$ cat src/rtl/dadda_mac_pkg.sv
// Shared widths and helpers for the Dadda multiply-accumulate stage.
package dadda_mac_pkg;

    localparam int unsigned DADDA_N     = 16;
    localparam int unsigned MAC_ACC_W   = 40;
    localparam int unsigned MAC_TERMS_W = 16;

    function automatic logic [MAC_TERMS_W-1:0] sat_inc(input logic [MAC_TERMS_W-1:0] t);
        return (&t) ? t : t + 1'b1;
    endfunction

endpackage

$ cat src/rtl/dadda_mac_dadda.sv
// Combinational unsigned N x N multiplier (the existing Dadda block), Mul = A * B.
module Dadda #(
    parameter int unsigned N = 16
) (
    input  logic [N-1:0]   A,
    input  logic [N-1:0]   B,
    output logic [2*N-1:0] Mul
);

    logic [2*N-1:0] pp_sum;

    always_comb begin
        pp_sum = '0;
        for (int unsigned i = 0; i < N; i++) begin
            if (B[i]) begin
                pp_sum = pp_sum + ({{N{1'b0}}, A} << i);
            end
        end
        Mul = pp_sum;
    end

endmodule

$ cat src/rtl/dadda_mac.sv
// Two-stage multiply-accumulate: S1 registers operands into Dadda, S2 accumulates
// products per group and hands the group sum out over a valid/ready port.
module dadda_mac
    import dadda_mac_pkg::*;
#(
    parameter int unsigned N     = DADDA_N,
    parameter int unsigned ACC_W = MAC_ACC_W
) (
    input  logic                   clk,
    input  logic                   rst_n,
    input  logic                   in_valid,
    output logic                   in_ready,
    input  logic [N-1:0]           in_a,
    input  logic [N-1:0]           in_b,
    input  logic                   in_last,
    output logic                   out_valid,
    input  logic                   out_ready,
    output logic [ACC_W-1:0]       out_acc,
    output logic [MAC_TERMS_W-1:0] out_terms,
    output logic                   out_ovf
);

    logic [N-1:0]           a_q, a_d, b_q, b_d;
    logic                   last_q, last_d, v1_q, v1_d;
    logic                   first_q, first_d;
    logic [ACC_W-1:0]       acc_q, acc_d;
    logic [MAC_TERMS_W-1:0] terms_q, terms_d;
    logic                   ovf_q, ovf_d;
    logic [ACC_W-1:0]       res_acc_q, res_acc_d;
    logic [MAC_TERMS_W-1:0] res_terms_q, res_terms_d;
    logic                   res_ovf_q, res_ovf_d;
    logic                   res_valid_q, res_valid_d;

    logic [2*N-1:0]         prod;
    logic [ACC_W:0]         sum;
    logic [MAC_TERMS_W-1:0] terms_nxt;
    logic                   ovf_nxt;
    logic                   stall, s2_fire, s1_load;

    Dadda #(.N(N)) u_dadda (
        .A   (a_q),
        .B   (b_q),
        .Mul (prod)
    );

    // Only a last term with a result still unclaimed blocks S2.
    assign stall    = v1_q && last_q && res_valid_q && !out_ready;
    assign in_ready = !v1_q || !stall;
    assign s1_load  = in_valid && in_ready;
    assign s2_fire  = v1_q && !stall;

    assign out_valid = res_valid_q;
    assign out_acc   = res_acc_q;
    assign out_terms = res_terms_q;
    assign out_ovf   = res_ovf_q;

    always_comb begin
        a_d         = a_q;
        b_d         = b_q;
        last_d      = last_q;
        v1_d        = v1_q;
        first_d     = first_q;
        acc_d       = acc_q;
        terms_d     = terms_q;
        ovf_d       = ovf_q;
        res_acc_d   = res_acc_q;
        res_terms_d = res_terms_q;
        res_ovf_d   = res_ovf_q;
        res_valid_d = res_valid_q && !out_ready;

        sum       = {1'b0, (first_q ? {ACC_W{1'b0}} : acc_q)} + (ACC_W+1)'(prod);
        ovf_nxt   = first_q ? sum[ACC_W] : (ovf_q | sum[ACC_W]);
        terms_nxt = first_q ? MAC_TERMS_W'(1) : sat_inc(terms_q);

        if (s1_load) begin
            a_d    = in_a;
            b_d    = in_b;
            last_d = in_last;
            v1_d   = 1'b1;
        end else if (s2_fire) begin
            v1_d = 1'b0;
        end

        if (s2_fire) begin
            if (last_q) begin
                res_acc_d   = sum[ACC_W-1:0];
                res_terms_d = terms_nxt;
                res_ovf_d   = ovf_nxt;
                res_valid_d = 1'b1;
                first_d     = 1'b1;
            end else begin
                acc_d   = sum[ACC_W-1:0];
                terms_d = terms_nxt;
                ovf_d   = ovf_nxt;
                first_d = 1'b0;
            end
        end
    end

    always_ff @(posedge clk or negedge rst_n) begin
        if (!rst_n) begin
            a_q         <= '0;
            b_q         <= '0;
            last_q      <= 1'b0;
            v1_q        <= 1'b0;
            first_q     <= 1'b1;
            acc_q       <= '0;
            terms_q     <= '0;
            ovf_q       <= 1'b0;
            res_acc_q   <= '0;
            res_terms_q <= '0;
            res_ovf_q   <= 1'b0;
            res_valid_q <= 1'b0;
        end else begin
            a_q         <= a_d;
            b_q         <= b_d;
            last_q      <= last_d;
            v1_q        <= v1_d;
            first_q     <= first_d;
            acc_q       <= acc_d;
            terms_q     <= terms_d;
            ovf_q       <= ovf_d;
            res_acc_q   <= res_acc_d;
            res_terms_q <= res_terms_d;
            res_ovf_q   <= res_ovf_d;
            res_valid_q <= res_valid_d;
        end
    end

endmodule

$ cat config.mk
export PLATFORM = sky130hd
export DESIGN_NAME = dadda_mac
export DESIGN_NICKNAME = d
export VERILOG_FILES = /design/src/rtl/dadda_mac_pkg.sv /design/src/rtl/dadda_mac_dadda.sv /design/src/rtl/dadda_mac.sv
export SDC_FILE = /design/constraint.sdc
export NUM_CORES = 1
export LEC_CHECK = 0
export ABC_AREA = 1
export CAP_MARGIN = 0
export CORE_MARGIN = 4
export CORE_UTILIZATION = 42
export DETAILED_ROUTE_END_ITERATION = 8
export HOLD_SLACK_MARGIN = 0.03
export PLACE_DENSITY = 0.62
export SETUP_SLACK_MARGIN = 0.5
export SYNTH_ARGS = -nofsm -noshare
export SYNTH_HDL_FRONTEND = slang
export SYNTH_SLANG_ARGS = --single-unit
$ cat constraint.sdc
create_clock -name clk -period 36 [get_ports clk]
set_clock_uncertainty 0.2 [all_clocks]
set_input_delay 7.2 -clock clk [delete_from_list [all_inputs] [get_ports clk]]
set_output_delay 7.2 -clock clk [all_outputs]
set_load 0.01 [all_outputs]
==> summary by stage, run 1 <==
Critical path
In this run the critical register-to-register path is captured at acc_q[39]$_DFFE_PN0P_. The type of element capturing the critical path is a register. The critical path startpoint is b_q[0]$_DFFE_PN0P_. The highest net fanout along the worst path is 21.

The largest individual stage delay along the critical path comes from the cell sky130_fd_sc_hd__dfrtp_1. The most common cell type on the critical path is sky130_fd_sc_hd__nand2_1. The worst setup path endpoint is acc_q[39]$_DFFE_PN0P_.

Setup slack on the worst reg-to-reg path comes out at 14.87 ns. The required time at the worst-slack endpoint is 36.13 ns. The endpoint arrival time on the critical path is 21.26 ns. The number of cell instances on the worst register-to-register path is 119. For this run, the slowest stage of the critical path takes 0.83 ns. The sort of element at the start of the critical path is a register. The category of the critical setup timing path is reg2reg. The reg-to-reg critical path startpoint is b_q[0]$_DFFE_PN0P_.

Logic synthesis
By area the synthesized netlist is led by sky130_fd_sc_hd__ha_1, sky130_fd_sc_hd__dfrtp_1, sky130_fd_sc_hd__nand2_1, sky130_fd_sc_hd__a21oi_1, sky130_fd_sc_hd__inv_1. Of the post-synthesis cell area, the dominant cell type holds 17.7%. The post-synthesis cell count is 3368. The post-synthesis sequential element count is 150. The cell type contributing the most total cell area after synthesis is sky130_fd_sc_hd__ha_1. Among all flip-flop cells after synthesis, the most frequent one is sky130_fd_sc_hd__dfrtp_1. Summing every instance area after synthesis gives 21900 µm².

Dividing the synthesized area by the synthesized cell count gives 6.49 µm². The synthesized netlist contains 59 unique library cells. The total of warnings raised by yosys is 0. The sequential element share of the synthesized area is 17.2%.

The number of flops mapped to enable cells by yosys is 0. For this run, asynchronously set or reset flops after synthesis account for 100%. Counting every net in the synthesized netlist gives 3730.

Routing
The total wire length after detailed routing is 63.7 mm. After detailed routing, the number of remaining DRC violations is 0. For this block, the initial DRC count from the detailed router was 1322. The post-detailed-route wirelength per cell is 15.5 µm. Dividing the detail-routed via count by the number of cells gives 5.20. The post-detailed-route count of antenna-violating nets is 0. The routed layout has 21409 vias. The number of detailed-route iterations in the first pass is 6.

Timing
The number of pins exceeding their max-slew limit in the final report is 0. Dividing the final minimum period by the clock period gives 58.7%. Setup violations remaining at the end of the flow were counted as 0. The final hold violation count is 0. The transition time at the pin with the least slew margin is 0.985 ns. The relative max-transition margin is 34.1%. For the final routed database, the setup TNS stands at 0 ns.

Derived from the worst setup path, the maximum achievable clock frequency is 47.3 MHz. The clock period could shrink to 21.13 ns. Setup repair after global routing left no endpoint under its margin.

Floorplan
The effective utilization at floorplan is 42.5%. The core region area is 51400 µm². The die extent in x is 236 µm.

The number of top-level pins is 96. The die covers 55700 µm². The standard-cell row count is 83. The floorplan die height is 236 µm.

Layout
In the final design database the tool counted 3787 nets. The number of antenna diodes in the final layout is 0. Leaving out fill and tap cells, the most frequent cell in the layout is sky130_fd_sc_hd__nand2_1. The fraction of layout instances using a drive strength above 1 is 6.63%.

In the layout the commonest cells are sky130_fd_sc_hd__nand2_1, sky130_fd_sc_hd__inv_1, sky130_fd_sc_hd__ha_1. The area growth from synthesis to layout is 10.2%.

Clocking
In this run, post-CTS hold repair placed 0 buffers. The number of sinks on the clock net is 150. The post-CTS resize count is 0. The number of buffers added for setup after CTS is 0. CTS placed an instance of sky130_fd_sc_hd__clkbuf_16 at the clock tree root. The clock latency at the later pin of the worst-skew pair is 0.49 ns.

After clock tree synthesis, the clock-pin slew on the worst setup and hold paths is 0.09 ns. The TritonCTS buffer count is 17. TritonCTS built the clock tree. The maximum number of buffers from clock root to sink is 2. The H-tree generated during clock tree synthesis spans 4 levels.

Hold path
The type of the most critical hold path is reg2reg.

GRT
The all-layer global routing usage is 22.6%. The via count of the first global-routing pass was 19859. Entering global routing, the biggest net connects 93 pins. The first global-routing pass estimated 103 mm of wire. The number of antenna violations at the first check in global routing is 2.

The overall overflow remaining after global route is 0.

Place
In this run the tool buffered the top-level ports with 95 buffer cells. The half-perimeter wire length after detailed placement is 49.4 mm. The final RePlAce weighted congestion is 0.927.

Outcome
The flow ran to the end, and the final reports show no timing, DRC or antenna violations.

Run
The count of max-cap constraint violations is 0.
[metrics by stage]
stage | cells | hold slack, ns | cell area, µm² | util, % | setup slack, ns
floorplan | 3368 | 0.253 | 21900 | - | 17.55
global route | 4118 | 0.302 | 24100 | 46.8 | 13.06
finish | 4118 | 0.275 | 24100 | 46.8 | 14.87
CTS | 4118 | 0.278 | 24100 | 46.8 | 15.10
global placement | 4086 | 0.264 | 23500 | 45.7 | 15.46
detailed placement | 4086 | 0.262 | 23500 | 45.7 | 15.21
[sequential cells by signal (all words and copies together) (netlist names), 16 cells and up]
name,flops
out_terms,16
out_acc,40
a_q,16
acc_q,40
terms_q,16
b_q,16
[metal layers]
layer  vias to the layer above  GRT usage [%]  wire length, µm
met5                         -              0               13
met4                         2           5.39             1290
met3                        74           3.34             2860
met2                       409           36.9            28600
met1                      9645           31.5            31000
li1                      11279              -                -
[kinds of logic after synthesis]
logic type,after synthesis,synth area share (%)
simple gates,1571,31.0
fa+ha+maj,325,19.2
flops,150,17.2
buf+inv,462,8.17
xor+xnor,143,5.73
mux,13,0.670
compound gates,704,18.1
[cell usage after synthesis, types with 9 or more instances]
| master | count |
|---|---|
| sky130_fd_sc_hd__nor3_1 | 26 |
| sky130_fd_sc_hd__clkbuf_1 | 53 |
| sky130_fd_sc_hd__o21ai_1 | 49 |
| sky130_fd_sc_hd__o21a_1 | 13 |
| sky130_fd_sc_hd__a21oi_1 | 292 |
| sky130_fd_sc_hd__inv_2 | 22 |
| sky130_fd_sc_hd__a21o_1 | 9 |
| sky130_fd_sc_hd__and2_1 | 56 |
| sky130_fd_sc_hd__dfrtp_1 | 149 |
| sky130_fd_sc_hd__nor2_1 | 229 |
| sky130_fd_sc_hd__ha_1 | 309 |
| sky130_fd_sc_hd__o21ai_0 | 220 |
| sky130_fd_sc_hd__or2_2 | 33 |
| sky130_fd_sc_hd__nand4_1 | 12 |
| sky130_fd_sc_hd__o21bai_1 | 20 |
| sky130_fd_sc_hd__nand2_1 | 883 |
| sky130_fd_sc_hd__buf_2 | 19 |
| sky130_fd_sc_hd__nand3_2 | 12 |
| sky130_fd_sc_hd__mux2_2 | 13 |
| sky130_fd_sc_hd__xnor2_1 | 57 |
| sky130_fd_sc_hd__nand2_2 | 30 |
| sky130_fd_sc_hd__fa_1 | 16 |
| sky130_fd_sc_hd__o21ai_2 | 29 |
| sky130_fd_sc_hd__a31oi_1 | 12 |
| sky130_fd_sc_hd__nand3b_1 | 11 |
| sky130_fd_sc_hd__nand3_1 | 261 |
| sky130_fd_sc_hd__o31ai_1 | 12 |
| sky130_fd_sc_hd__xor2_1 | 86 |
| sky130_fd_sc_hd__inv_1 | 353 |
| sky130_fd_sc_hd__a21boi_1 | 11 |
[worst max-delay path, delay by kind of cell, from the launching register on]
family	cells	cell delay, ns
DFF	1	0.83
and+or+nand+nor	50	6.47
xor gates and xnor gates	4	0.64
buffers and inverters	8	0.59
AOI/OAI and AO/OA	38	6.08
adders and majority gates	19	6.15
[worst min path at each step]
stage / from / end / cells past startpoint
5_1_grt: acc_q[31]$_DFFE_PN0P_ / acc_q[31]$_DFFE_PN0P_ / 2
3_3_place_gp: out_acc[0]$_DFFE_PN0P_ / out_acc[0]$_DFFE_PN0P_ / 2
6_report: out_acc[38]$_DFFE_PN0P_ / out_acc[38]$_DFFE_PN0P_ / 2
2_1_floorplan: acc_q[10]$_DFFE_PN0P_ / acc_q[10]$_DFFE_PN0P_ / 2
3_5_place_dp: out_acc[0]$_DFFE_PN0P_ / out_acc[0]$_DFFE_PN0P_ / 2
4_1_cts: out_acc[0]$_DFFE_PN0P_ / out_acc[0]$_DFFE_PN0P_ / 2
[layout make-up]
cell class	count	area, µm²
inverters	379	1420
clock buffers	18	439
repair buffers	121	1150
well taps	680	851
clock inverters	14	140
flip-flops and latches	150	3750
fillers	5407	27300
multi-input cells	2756	16300
Power of run 1 is left out: the tool's default activity adds up to more than one toggle a clock period on the data nets, which glitch-free logic cannot reach.
==> run 2, diff against run 1 <==
clock period = 20.2 ns   (was 36 ns; I/O delays follow)
==> run 2 against run 1 <==
Net effect:
- register-to-register slack worse by 13 ns
- via count is 2.9% higher
- setup slack worse by 13 ns
- clock-buffer cell count is 1 higher
- cell area is 12% higher
- sequential share of layout area is 1.6 points lower
- non-clock buffer count is 83 higher
- highest routed layer unchanged
- critical endpoint is now ovf_q$_DFFE_PN0P_
- largest cell class unchanged
- core utilization is 5.5 points higher
==> summary by stage, run 2 (synthesis gave the netlist of run 1 again) <==
Clocking
The TritonCTS buffer count is 17 (unchanged). The clock root buffer is sky130_fd_sc_hd__clkbuf_16. The H-tree depth is 4 (unchanged). TritonCTS built the clock tree.

The post-CTS clock slew at the launch and capture registers of the worst setup and hold paths is 0.08 ns (about the same). The clock latency at the later pin of the worst-skew pair is 0.49 ns (about the same). The cts-stage hold buffer count is 0 (unchanged). The maximum number of buffers from clock root to sink was 2 (unchanged). The number of sinks on the clock net came to 150 (unchanged).

Layout
The area growth from synthesis to layout is 23.1%. The number of fill cells is 5108 (-5.5%). The multi-input logic area is 18500 µm² (+13%). The fraction of layout instances using a drive strength above 1 is 18.3% (+12 points).

The number of inserted diodes was 0 (unchanged). The leading cell type in the layout, fill and taps excluded is sky130_fd_sc_hd__nand2_1. The post-layout net count was 3870 (+2.2%). Leaving out fill and tap cells, the most frequent cells in the layout are sky130_fd_sc_hd__nand2_1, sky130_fd_sc_hd__inv_1, sky130_fd_sc_hd__nand3_1. The flip-flop and latch area is 3750 µm² (unchanged).

Routing
The via total after detailed routing came to 22040 (+2.9%). The total wire length after detailed routing was 66.7 mm (+4.6%). The number of detailed-route iterations in the first pass is 5 (-1).

The count of unresolved DRC violations after routing was 0 (unchanged). The number of vias per cell is 5.25 (+0.91%). The initial detailed-routing violation count is 1242 (-6.1%). The post-detailed-route wirelength per cell came to 15.9 µm (+2.6%). The post-detailed-route count of antenna-violating nets came to 0 (unchanged).

GRT
The via count of the first global-routing pass is 20304 (+2.2%). The number of antenna violations at the first check in global routing was 5 (+3). The overall overflow remaining after global route came to 0 (unchanged). The largest net degree at the start of global routing came to 88 (-5.4%). The first-pass GRT wire length is 104 mm (+1.0%). The all-layer global routing usage is 22.7% (+0.098 points).

Place
The number of buffers inserted by port buffering is 95 (unchanged). The half-perimeter wire length after detailed placement is 50.1 mm (+1.5%). The final RePlAce weighted congestion is 0.928 (about the same).

Timing
The number of pins exceeding their max-slew limit in the final report came to 0 (unchanged). Setup repair after global routing left no endpoint under its margin. The maximum clock frequency came to 53.8 MHz (+14%). The final critical-path required period is 18.58 ns (-2.55 ns).

The relative max-transition margin came to 33.1% (-1.0 points). The share of the cycle needed by the critical path after routing is 92.0% (+33 points). The setup TNS is 0 ns (unchanged). The transition time at the pin with the least slew margin is 1.00 ns (+0.0178 ns).

The final-report setup violation count came to 0 (unchanged). The final hold violation count is 0 (unchanged).

Critical path
The maximum single-stage delay on the critical path came to 0.42 ns (-0.41 ns). STA classifies the critical path startpoint as a register. The cell with the biggest individual delay on the critical path is sky130_fd_sc_hd__dfrtp_1. STA classifies the critical path endpoint as a register.

The most common cell type on the critical path is sky130_fd_sc_hd__nand2_1. The required time at the worst-slack endpoint is 20.33 ns (-15.80 ns). The category of the critical setup timing path is reg2reg.

The number of cell instances on the worst register-to-register path came to 120 (+0.84%). The highest net fanout along the worst path is 20 (-4.8%). The endpoint arrival time on the critical path came to 18.71 ns (-2.55 ns).

Hold path
The worst hold path belongs to the class reg2reg. The cell depth of the worst hold path is 2 (unchanged).

Floorplan
The standard-cell row count was 83 (unchanged). The die extent in x is 236 µm (unchanged). The die footprint came to 55700 µm² (unchanged). The core region area was 51400 µm² (unchanged). The effective utilization at floorplan is 42.5% (unchanged). The floorplan die height was 236 µm (unchanged). The number of top-level pins is 96 (unchanged).

Run
The count of max-cap constraint violations came to 0 (unchanged).

Outcome
The flow ran to the end, and the final reports show no timing, DRC or antenna violations.
[run 2: layout make-up]
type                    count  area share (%)
clock inverters            13           0.726
repair buffers            204            6.64
well taps                 680            3.16
flip-flops and latches    150            14.0
clock buffers              19            1.61
multi-input cells        2756            68.6
inverters                 379            5.31
[run 2: layer usage]
layer,vias to the layer above,routed length [µm],track usage [%]
met1,10059,32100,31.8
met2,430,30300,37.3
met4,6,1640,5.41
met3,92,2540,2.81
met5,-,41,0
li1,11453,-,-
[run 2: worst paths after layout]
check	slack (ns)	from	to
max	1.62	b_q[0]$_DFFE_PN0P_	ovf_q$_DFFE_PN0P_
min	0.27	out_acc[0]$_DFFE_PN0P_	out_acc[0]$_DFFE_PN0P_
max reg2reg	1.62	b_q[0]$_DFFE_PN0P_	ovf_q$_DFFE_PN0P_
min reg2reg	0.27	out_acc[0]$_DFFE_PN0P_	out_acc[0]$_DFFE_PN0P_
max in group asynchronous	14.68	rst_n	b_q[7]$_DFFE_PN0P_
min in group asynchronous	3.28	rst_n	acc_q[24]$_DFFE_PN0P_
[run 2: repair_timing]
item	CTS	global route
resized for setup	21	407
endpoints found under the setup margin	24	41
pin swaps	9	131
cloned	0	0
setup buffers	7	60
[run 2: metrics by stage]
step | instances | utilization, % | area [µm²] | worst slack (ns) | hold slack [ns]
after floorplan | 3368 | - | 21900 | 1.75 | 0.253
after global placement | 4102 | 45.9 | 23600 | 0.476 | 0.260
after detailed placement | 4102 | 45.9 | 23600 | 0.104 | 0.261
after CTS | 4141 | 47.4 | 24400 | 0.501 | 0.277
after global routing | 4201 | 52.3 | 26900 | 0.295 | 0.300
final | 4201 | 52.3 | 26900 | 1.62 | 0.271
[run 2: worst max-delay path: cells and delay by family (launching register included)]
kind	cells	cell delay [ns]
adders and majority gates	16	4.45
buffers and inverters	9	0.88
DFF	1	0.42
AOI/OAI and AO/OA	32	4.54
xor gates and xnor gates	9	1.35
and+or+nand+nor	54	6.53
Power of run 2 is left out for the same reason.
